--- config.mk ---
export PLATFORM = sky130hd
export DESIGN_NAME = prog_mem_loader_flat
export DESIGN_NICKNAME = d
export VERILOG_FILES = /design/src/rtl/prog_mem_if.sv /design/src/rtl/prog_mem_loader.sv /design/src/flat_wrapper.sv
export SDC_FILE = /design/constraint.sdc
export NUM_CORES = 2
export LEC_CHECK = 0
export BUFFER_PORTS_ARGS = -buffer_cell sky130_fd_sc_hd__buf_4
export CAP_MARGIN = 5
export CORE_UTILIZATION = 45
export CTS_CLUSTER_SIZE = 28
export DETAILED_ROUTE_END_ITERATION = 10
export MAX_ROUTING_LAYER = met4
export PLACE_DENSITY_LB_ADDON = 0.3
export SLEW_MARGIN = 40
export SYNTH_ARGS = -nofsm -noshare
export SYNTH_HDL_FRONTEND = slang
export SYNTH_SLANG_ARGS = --single-unit
--- constraint.sdc ---
create_clock -name clk -period 9.6 [get_ports clk]
set_clock_uncertainty 0.2 [all_clocks]
set_input_delay 1.44 -clock clk [delete_from_list [all_inputs] [get_ports clk]]
set_output_delay 1.44 -clock clk [all_outputs]
set_load 0.05 [all_outputs]
--- src/rtl/prog_mem_if.sv ---
// prog_mem_if: the two buses of the program memory loader.
//   Load port (host -> loader): ld_valid, ld_data, ld_last, with ld_ready back.
//     Valid/ready rule: a word moves on a rising clk edge where ld_valid and
//     ld_ready are both high. The host holds ld_data/ld_last stable while
//     ld_valid is high. ld_ready does not depend on ld_valid.
//   Fetch port (processor <-> loader): cpu_addr in; cpu_din and cpu_reset out.
//     cpu_reset is active-low: 0 holds the processor in reset.
// Modports: master = host/processor side, slave = loader side.
interface prog_mem_if #(
  parameter int AW = 7,
  parameter int DW = 16
);
  logic          ld_valid;
  logic          ld_ready;
  logic [DW-1:0] ld_data;
  logic          ld_last;
  logic [AW-1:0] cpu_addr;
  logic [DW-1:0] cpu_din;
  logic          cpu_reset;

  modport master (
    output ld_valid, ld_data, ld_last, cpu_addr,
    input  ld_ready, cpu_din, cpu_reset
  );

  modport slave (
    input  ld_valid, ld_data, ld_last, cpu_addr,
    output ld_ready, cpu_din, cpu_reset
  );
endinterface

--- src/rtl/prog_mem_loader.sv ---
// prog_mem_loader: program memory plus streaming loader for mproc.
//   A host streams a program over the load port of bus while the processor is
//   held in reset (cpu_reset=0). Once the last word is accepted the block
//   enters RUN, releases the processor and serves instruction fetches
//   combinationally (cpu_din from cpu_addr, zero latency). Overflow, or a
//   checksum mismatch when checksumming is built in, parks the block in ERR.
// Ports:
//   clk        rising-edge clock
//   reset      synchronous, active-low reset
//   restart    single-cycle pulse: abort and begin a fresh load
//   bus        prog_mem_if.slave (ld_valid/ld_ready/ld_data/ld_last,
//              cpu_addr/cpu_din/cpu_reset)
//   exp_sum    expected checksum, sampled on the ld_last accept (checksum build)
//   ld_sum     running sum of accepted words mod 2**DW (checksum build)
//   prog_len   number of words loaded, 0..DEPTH
//   running    high in RUN
//   err        high in ERR
//   state_dbg  current FSM state (LOAD=0, RUN=1, ERR=2)
// Build option: define PROG_MEM_CHECKSUM_EN to add exp_sum/ld_sum and the
//   checksum check on the final word. DEPTH must equal 2**AW.
module prog_mem_loader #(
  parameter int AW    = 7,
  parameter int DW    = 16,
  parameter int DEPTH = 128
) (
  input  logic          clk,
  input  logic          reset,
  input  logic          restart,
  prog_mem_if.slave     bus,
`ifdef PROG_MEM_CHECKSUM_EN
  input  logic [DW-1:0] exp_sum,
  output logic [DW-1:0] ld_sum,
`endif
  output logic [AW:0]   prog_len,
  output logic          running,
  output logic          err,
  output logic [1:0]    state_dbg
);

  localparam logic [1:0] ST_LOAD = 2'd0;
  localparam logic [1:0] ST_RUN  = 2'd1;
  localparam logic [1:0] ST_ERR  = 2'd2;

  localparam logic [AW-1:0] WPTR_MAX = AW'(DEPTH - 1);
  localparam logic [AW:0]   LEN_MAX  = (AW + 1)'(DEPTH);

  logic [DW-1:0] mem [DEPTH];

  logic [1:0]    state;
  logic [1:0]    state_nxt;
  logic [AW-1:0] wptr;
  logic          ld_ready_q;
  logic          cpu_reset_q;
  logic          accept;
  logic          last_ok;

  // ld_ready is only ever high in LOAD, so an accept implies LOAD.
  assign accept = bus.ld_valid && ld_ready_q;

`ifdef PROG_MEM_CHECKSUM_EN
  logic [DW-1:0] sum_q;
  logic [DW-1:0] sum_nxt;

  assign sum_nxt = sum_q + bus.ld_data;
  // The check includes the final word itself.
  assign last_ok = (sum_nxt == exp_sum);
  assign ld_sum  = sum_q;

  always_ff @(posedge clk) begin
    if (!reset) begin
      sum_q <= '0;
    end else if (restart) begin
      sum_q <= '0;
    end else if (accept) begin
      sum_q <= sum_nxt;
    end
  end
`else
  assign last_ok = 1'b1;
`endif

  always_comb begin
    state_nxt = state;
    case (state)
      ST_LOAD: begin
        if (accept) begin
          if (bus.ld_last) begin
            state_nxt = last_ok ? ST_RUN : ST_ERR;
          end else if (wptr == WPTR_MAX) begin
            state_nxt = ST_ERR;
          end
        end
      end
      ST_RUN:  state_nxt = ST_RUN;
      ST_ERR:  state_nxt = ST_ERR;
      default: state_nxt = ST_LOAD;
    endcase
    // restart wins over any simultaneous accept.
    if (restart) begin
      state_nxt = ST_LOAD;
    end
  end

  // ld_ready and cpu_reset are registered from the next state, so ld_ready
  // stays low through reset and rises on the first edge after release, and
  // cpu_reset rises on the edge that accepts the final word.
  always_ff @(posedge clk) begin
    if (!reset) begin
      state       <= ST_LOAD;
      wptr        <= '0;
      prog_len    <= '0;
      ld_ready_q  <= 1'b0;
      cpu_reset_q <= 1'b0;
    end else begin
      state       <= state_nxt;
      ld_ready_q  <= (state_nxt == ST_LOAD);
      cpu_reset_q <= (state_nxt == ST_RUN);
      if (restart) begin
        wptr     <= '0;
        prog_len <= '0;
      end else if (accept) begin
        // Pointer holds at the top word; the FSM leaves LOAD on that accept.
        if (wptr != WPTR_MAX) begin
          wptr <= wptr + 1'b1;
        end
        if (prog_len != LEN_MAX) begin
          prog_len <= prog_len + 1'b1;
        end
      end
    end
  end

  // Storage is deliberately not reset.
  always_ff @(posedge clk) begin
    if (reset && !restart && accept) begin
      mem[wptr] <= bus.ld_data;
    end
  end

  assign running       = (state == ST_RUN);
  assign err           = (state == ST_ERR);
  assign state_dbg     = state;
  assign bus.ld_ready  = ld_ready_q;
  assign bus.cpu_reset = cpu_reset_q;

  // Addresses past the loaded program read as 0, a harmless op for mproc.
  always_comb begin
    bus.cpu_din = '0;
    if (running && ({1'b0, bus.cpu_addr} < prog_len)) begin
      bus.cpu_din = mem[bus.cpu_addr];
    end
  end

endmodule

--- src/flat_wrapper.sv ---
// flat-port wrapper written by rule: the top's interface ports become plain ports
module prog_mem_loader_flat 
#(
  parameter int AW    = 7,
  parameter int DW    = 16,
  parameter int DEPTH = 128
)
  (clk, reset, restart, prog_len, running, err, state_dbg, bus_ld_valid, bus_ld_data, bus_ld_last, bus_cpu_addr, bus_ld_ready, bus_cpu_din, bus_cpu_reset);
  prog_mem_if #(.AW(AW), .DW(DW)) bus_i ();
  input  logic clk;
  input  logic reset;
  input  logic restart;
  output logic [AW:0] prog_len;
  output logic running;
  output logic err;
  output logic [1:0] state_dbg;
  input wire logic [$bits(bus_i.ld_valid)-1:0] bus_ld_valid;
  input wire logic [$bits(bus_i.ld_data)-1:0] bus_ld_data;
  input wire logic [$bits(bus_i.ld_last)-1:0] bus_ld_last;
  input wire logic [$bits(bus_i.cpu_addr)-1:0] bus_cpu_addr;
  output wire logic [$bits(bus_i.ld_ready)-1:0] bus_ld_ready;
  output wire logic [$bits(bus_i.cpu_din)-1:0] bus_cpu_din;
  output wire logic [$bits(bus_i.cpu_reset)-1:0] bus_cpu_reset;
  assign bus_i.ld_valid = bus_ld_valid;
  assign bus_i.ld_data = bus_ld_data;
  assign bus_i.ld_last = bus_ld_last;
  assign bus_i.cpu_addr = bus_cpu_addr;
  assign bus_ld_ready = bus_i.ld_ready;
  assign bus_cpu_din = bus_i.cpu_din;
  assign bus_cpu_reset = bus_i.cpu_reset;
  prog_mem_loader #(.AW(AW), .DW(DW), .DEPTH(DEPTH)) u_core (.clk(clk), .reset(reset), .restart(restart), .bus(bus_i), .prog_len(prog_len), .running(running), .err(err), .state_dbg(state_dbg));
endmodule
==> flow_summary_export.csv <==
group,metric,value,unit
min_path,hp-class,"flip-flop to flip-flop",
placement,dp_hpwl,130400,um
worst_setup_path,critPathMaxStageDelay,0.75,ns
clock_tree,cts_tree,"done",
synth,yosys.cell_types.count,77,
synth,synthesis.nets,3879,
clock_tree,post_cts_buffers,0,
route,drt_pass1_iterations,6,
synth,synth-simple-area-share,2.597,%
worst_setup_path,cp_max_fo,64,
synth,synthTopCellsByArea,"edfxtp_1, mux4_2, mux2i_1",
synth,synth_mux_area_share,15.43,%
route,antenna_left,0,
timing,max-slew-margin-rel,34.14,%
clock_tree,cts-resized-gates,0,
floorplanning,dieArea,181900,um2
synth,synth_top_family_by_area,"multiplexers",
synth,yosysTopAreaCellShare,75.84,%
global_route,grt_overflow,0,
clock_tree,cts_made_buffers,203,
global_route,antenna_found_initial,7,
timing,max_freq,135.7,MHz
synth,ys_ff_latch,2067,
synth,synth_compound_area_share,3.222,%
synth,synth.avg_cell_area,21.11,um2
flow_run,drv_cap,0,
cells_and_area,fin_util,51.08,%
clock_tree,clkTransAtPathRegs,0.06,ns
worst_setup_path,required,7.96,ns
cells_and_area,multi_input_area,17710,um2
synth,synthFlopType,"edfxtp_1",
cells_and_area,area_growth_syn_to_layout,12.63,%
timing,fin_tns_setup,0,ns
floorplanning,core,178800,um2
floorplanning,die_w,426.5,um
cells_and_area,nFillCells,14087,
clock_tree,cts_buffer_depth,3,
timing,maxSlewViolCount,0,
cells_and_area,layout_common_cells,"edfxtp_1, mux4_2, mux2i_1",
power,power_leakage,0.02889,uW
synth,synth-adder-area-share,0.1389,%
synth,synth_edf_count,2048,
cells_and_area,final_common_cell,"edfxtp_1",
status,outcome,"finished, final reports clean",
worst_setup_path,path_cells,"buf_8 > buf_4 > nor2b_4 > buf_4 > a221oi_1 > nor3_1 > a21oi_1 > o211ai_1 > o22ai_1 > buf_4",
worst_setup_path,arrival,5.73,ns
power,powerDensity,203.4,nW/um2
synth,yosysSeqAreaShare,76.31,%
timing,period_needed,7.370,ns
floorplanning,pin_count,58,
clock_tree,holdBufCountCts,0,
synth,syn_area,81090,um2
placement,portBuffers,57,
worst_setup_path,crit_buf_inv,4,
cells_and_area,drive_above_1_share,24.30,%
timing,rsz0062_at_grt,"false",
route,avgViaCountPerCell,6.262,
synth,ys_warn_count,0,
placement,gp_congestion,0.9393,
global_route,grtUsageTotal,25.39,%
global_route,grt_pass1_wl,312500,um
route,wl_per_cell,33.94,um
timing,setup_violations,0,
route,via_count,41340,
global_route,grt_pass1_vias,39933,
clock_tree,clock_latency,0.86,ns
global_route,grt_max_degree,114,
cells_and_area,fin_nets,4121,
timing,hold_viol,0,
clock_tree,cts-root-buf,"clkbuf_16",
synth,synth_top_area_cell,"edfxtp_1",
timing,tightest_slew,0.9776,ns
cells_and_area,register_area,61880,um2
timing,post-route-period-util,76.77,%
synth,synth_xor_xnor_area_share,0.1296,%
synth,netlist_instances,3842,
worst_setup_path,crit_family,"buffers and inverters",
worst_setup_path,startpoint_type,"input pin",
synth,ys_async_sr_fraction,0,%
worst_setup_path,critical_path.most_common_cell,"buf_4",
route,post-route-drc-count,0,
worst_setup_path,slowest_stage,"nor2b_4",
clock_tree,cts.sinks,2067,
worst_setup_path,cp-end-kind,"output pin",
floorplanning,fp.dieH,426.5,um
clock_tree,htree_levels,4,
floorplanning,start_util,45.35,%
route,wl,224100,um
worst_setup_path,path_class,"input pin to output pin",
route,dr.first_iter.drc_count,5975,
power,max-vdd-ir-drop,0.1491,mV
floorplanning,rows,155,
[final timing paths]
kind | from | to | slack (ns) | depth (start not counted)
max | bus_cpu_addr[1] | bus_cpu_din[6] | 2.23 | 10
min reg2reg | u_core.state_dbg[1]$_SDFF_PN0_ | u_core.state_dbg[0]$_SDFF_PN0_ | 0.35 | 1
max reg2reg | u_core.wptr[1]$_SDFFE_PP0P_ | u_core.mem[42][11]$_DFFE_PP_ | 6.20 | 5
min | u_core.state_dbg[1]$_SDFF_PN0_ | u_core.state_dbg[0]$_SDFF_PN0_ | 0.35 | 1
[area by class of cell]
type / instances / area share, %
multi-input combinational: 1530 / 19.39
antenna: 4 / 0.01096
tap: 2355 / 3.226
clock buffer: 252 / 5.763
sequential: 2067 / 67.75
timing repair buffer: 266 / 2.467
clock inverter: 112 / 1.318
inverter: 16 / 0.06987
[metrics by stage]
stage               std cells  instance area (um2)  power [uW]  hold slack, ns  worst slack, ns
global placement         6230                84620       11010          0.3359            2.484
global route             6601                91330       19010          0.3653            2.219
floorplan                3842                81090       10610          0.3715            3.583
finish                   6602                91330       18570          0.3451            2.230
detailed placement       6231                84740       11020          0.3486            2.543
CTS                      6595                91210       18650          0.3385            2.530
[power breakdown]
part           internal (uW)  switching [uW]
Sequential              9920            1.63
Clock                   4270            3460
Combinational            296             622
[cell families (layout without fill, tap and decap cells)]
| kind of cell | after synthesis | in the layout |
|---|---|---|
| buffers and inverters | 245 | 646 |
| xor gates and xnor gates | 12 | 12 |
| AOI/OAI and AO/OA | 357 | 357 |
| DFF | 2067 | 2067 |
| other | 0 | 4 |
| adders and majority gates | 9 | 9 |
| and+or+nand+nor | 459 | 459 |
| muxes | 693 | 693 |
[metal layers]
metal | track usage (%) | part of all wire [%]
met3 | 4.590 | 9.1
met1 | 34.73 | 40
met2 | 38.10 | 47
met4 | 9.713 | 4.1
met5 | - | 0
[flip-flops by register name, indices dropped and copies added (netlist names)]
| name | count |
|---|---|
| u_core.bus.ld_ready | 1 |
| u_core.wptr | 7 |
| u_core.state_dbg | 2 |
| u_core.mem | 2048 |
| u_core.bus.cpu_reset | 1 |
| u_core.prog_len | 8 |
[synthesized netlist by cell type, drive strengths merged, types with 5 or more instances]
cell and count:
nand2 81, dfxtp 19, xnor2 10, inv 14, a221o 20, a221oi 68
a22o 6, edfxtp 2048, or3 6, mux2i 245, nor4 16, o21ai 55
nand3 46, nand3b 7, a211oi 25, a21oi 55, nand4 12, o211ai 12
nand2b 15, ha 9, nor2b 24, and3 5, mux4 433, buf 154
o221ai 6, o31ai 11, nor2 200, a31oi 14, o22ai 14, clkbuf 73
a22oi 45, and2 7, mux2 15, nor3 28
(Power assumes the default switching activity.)
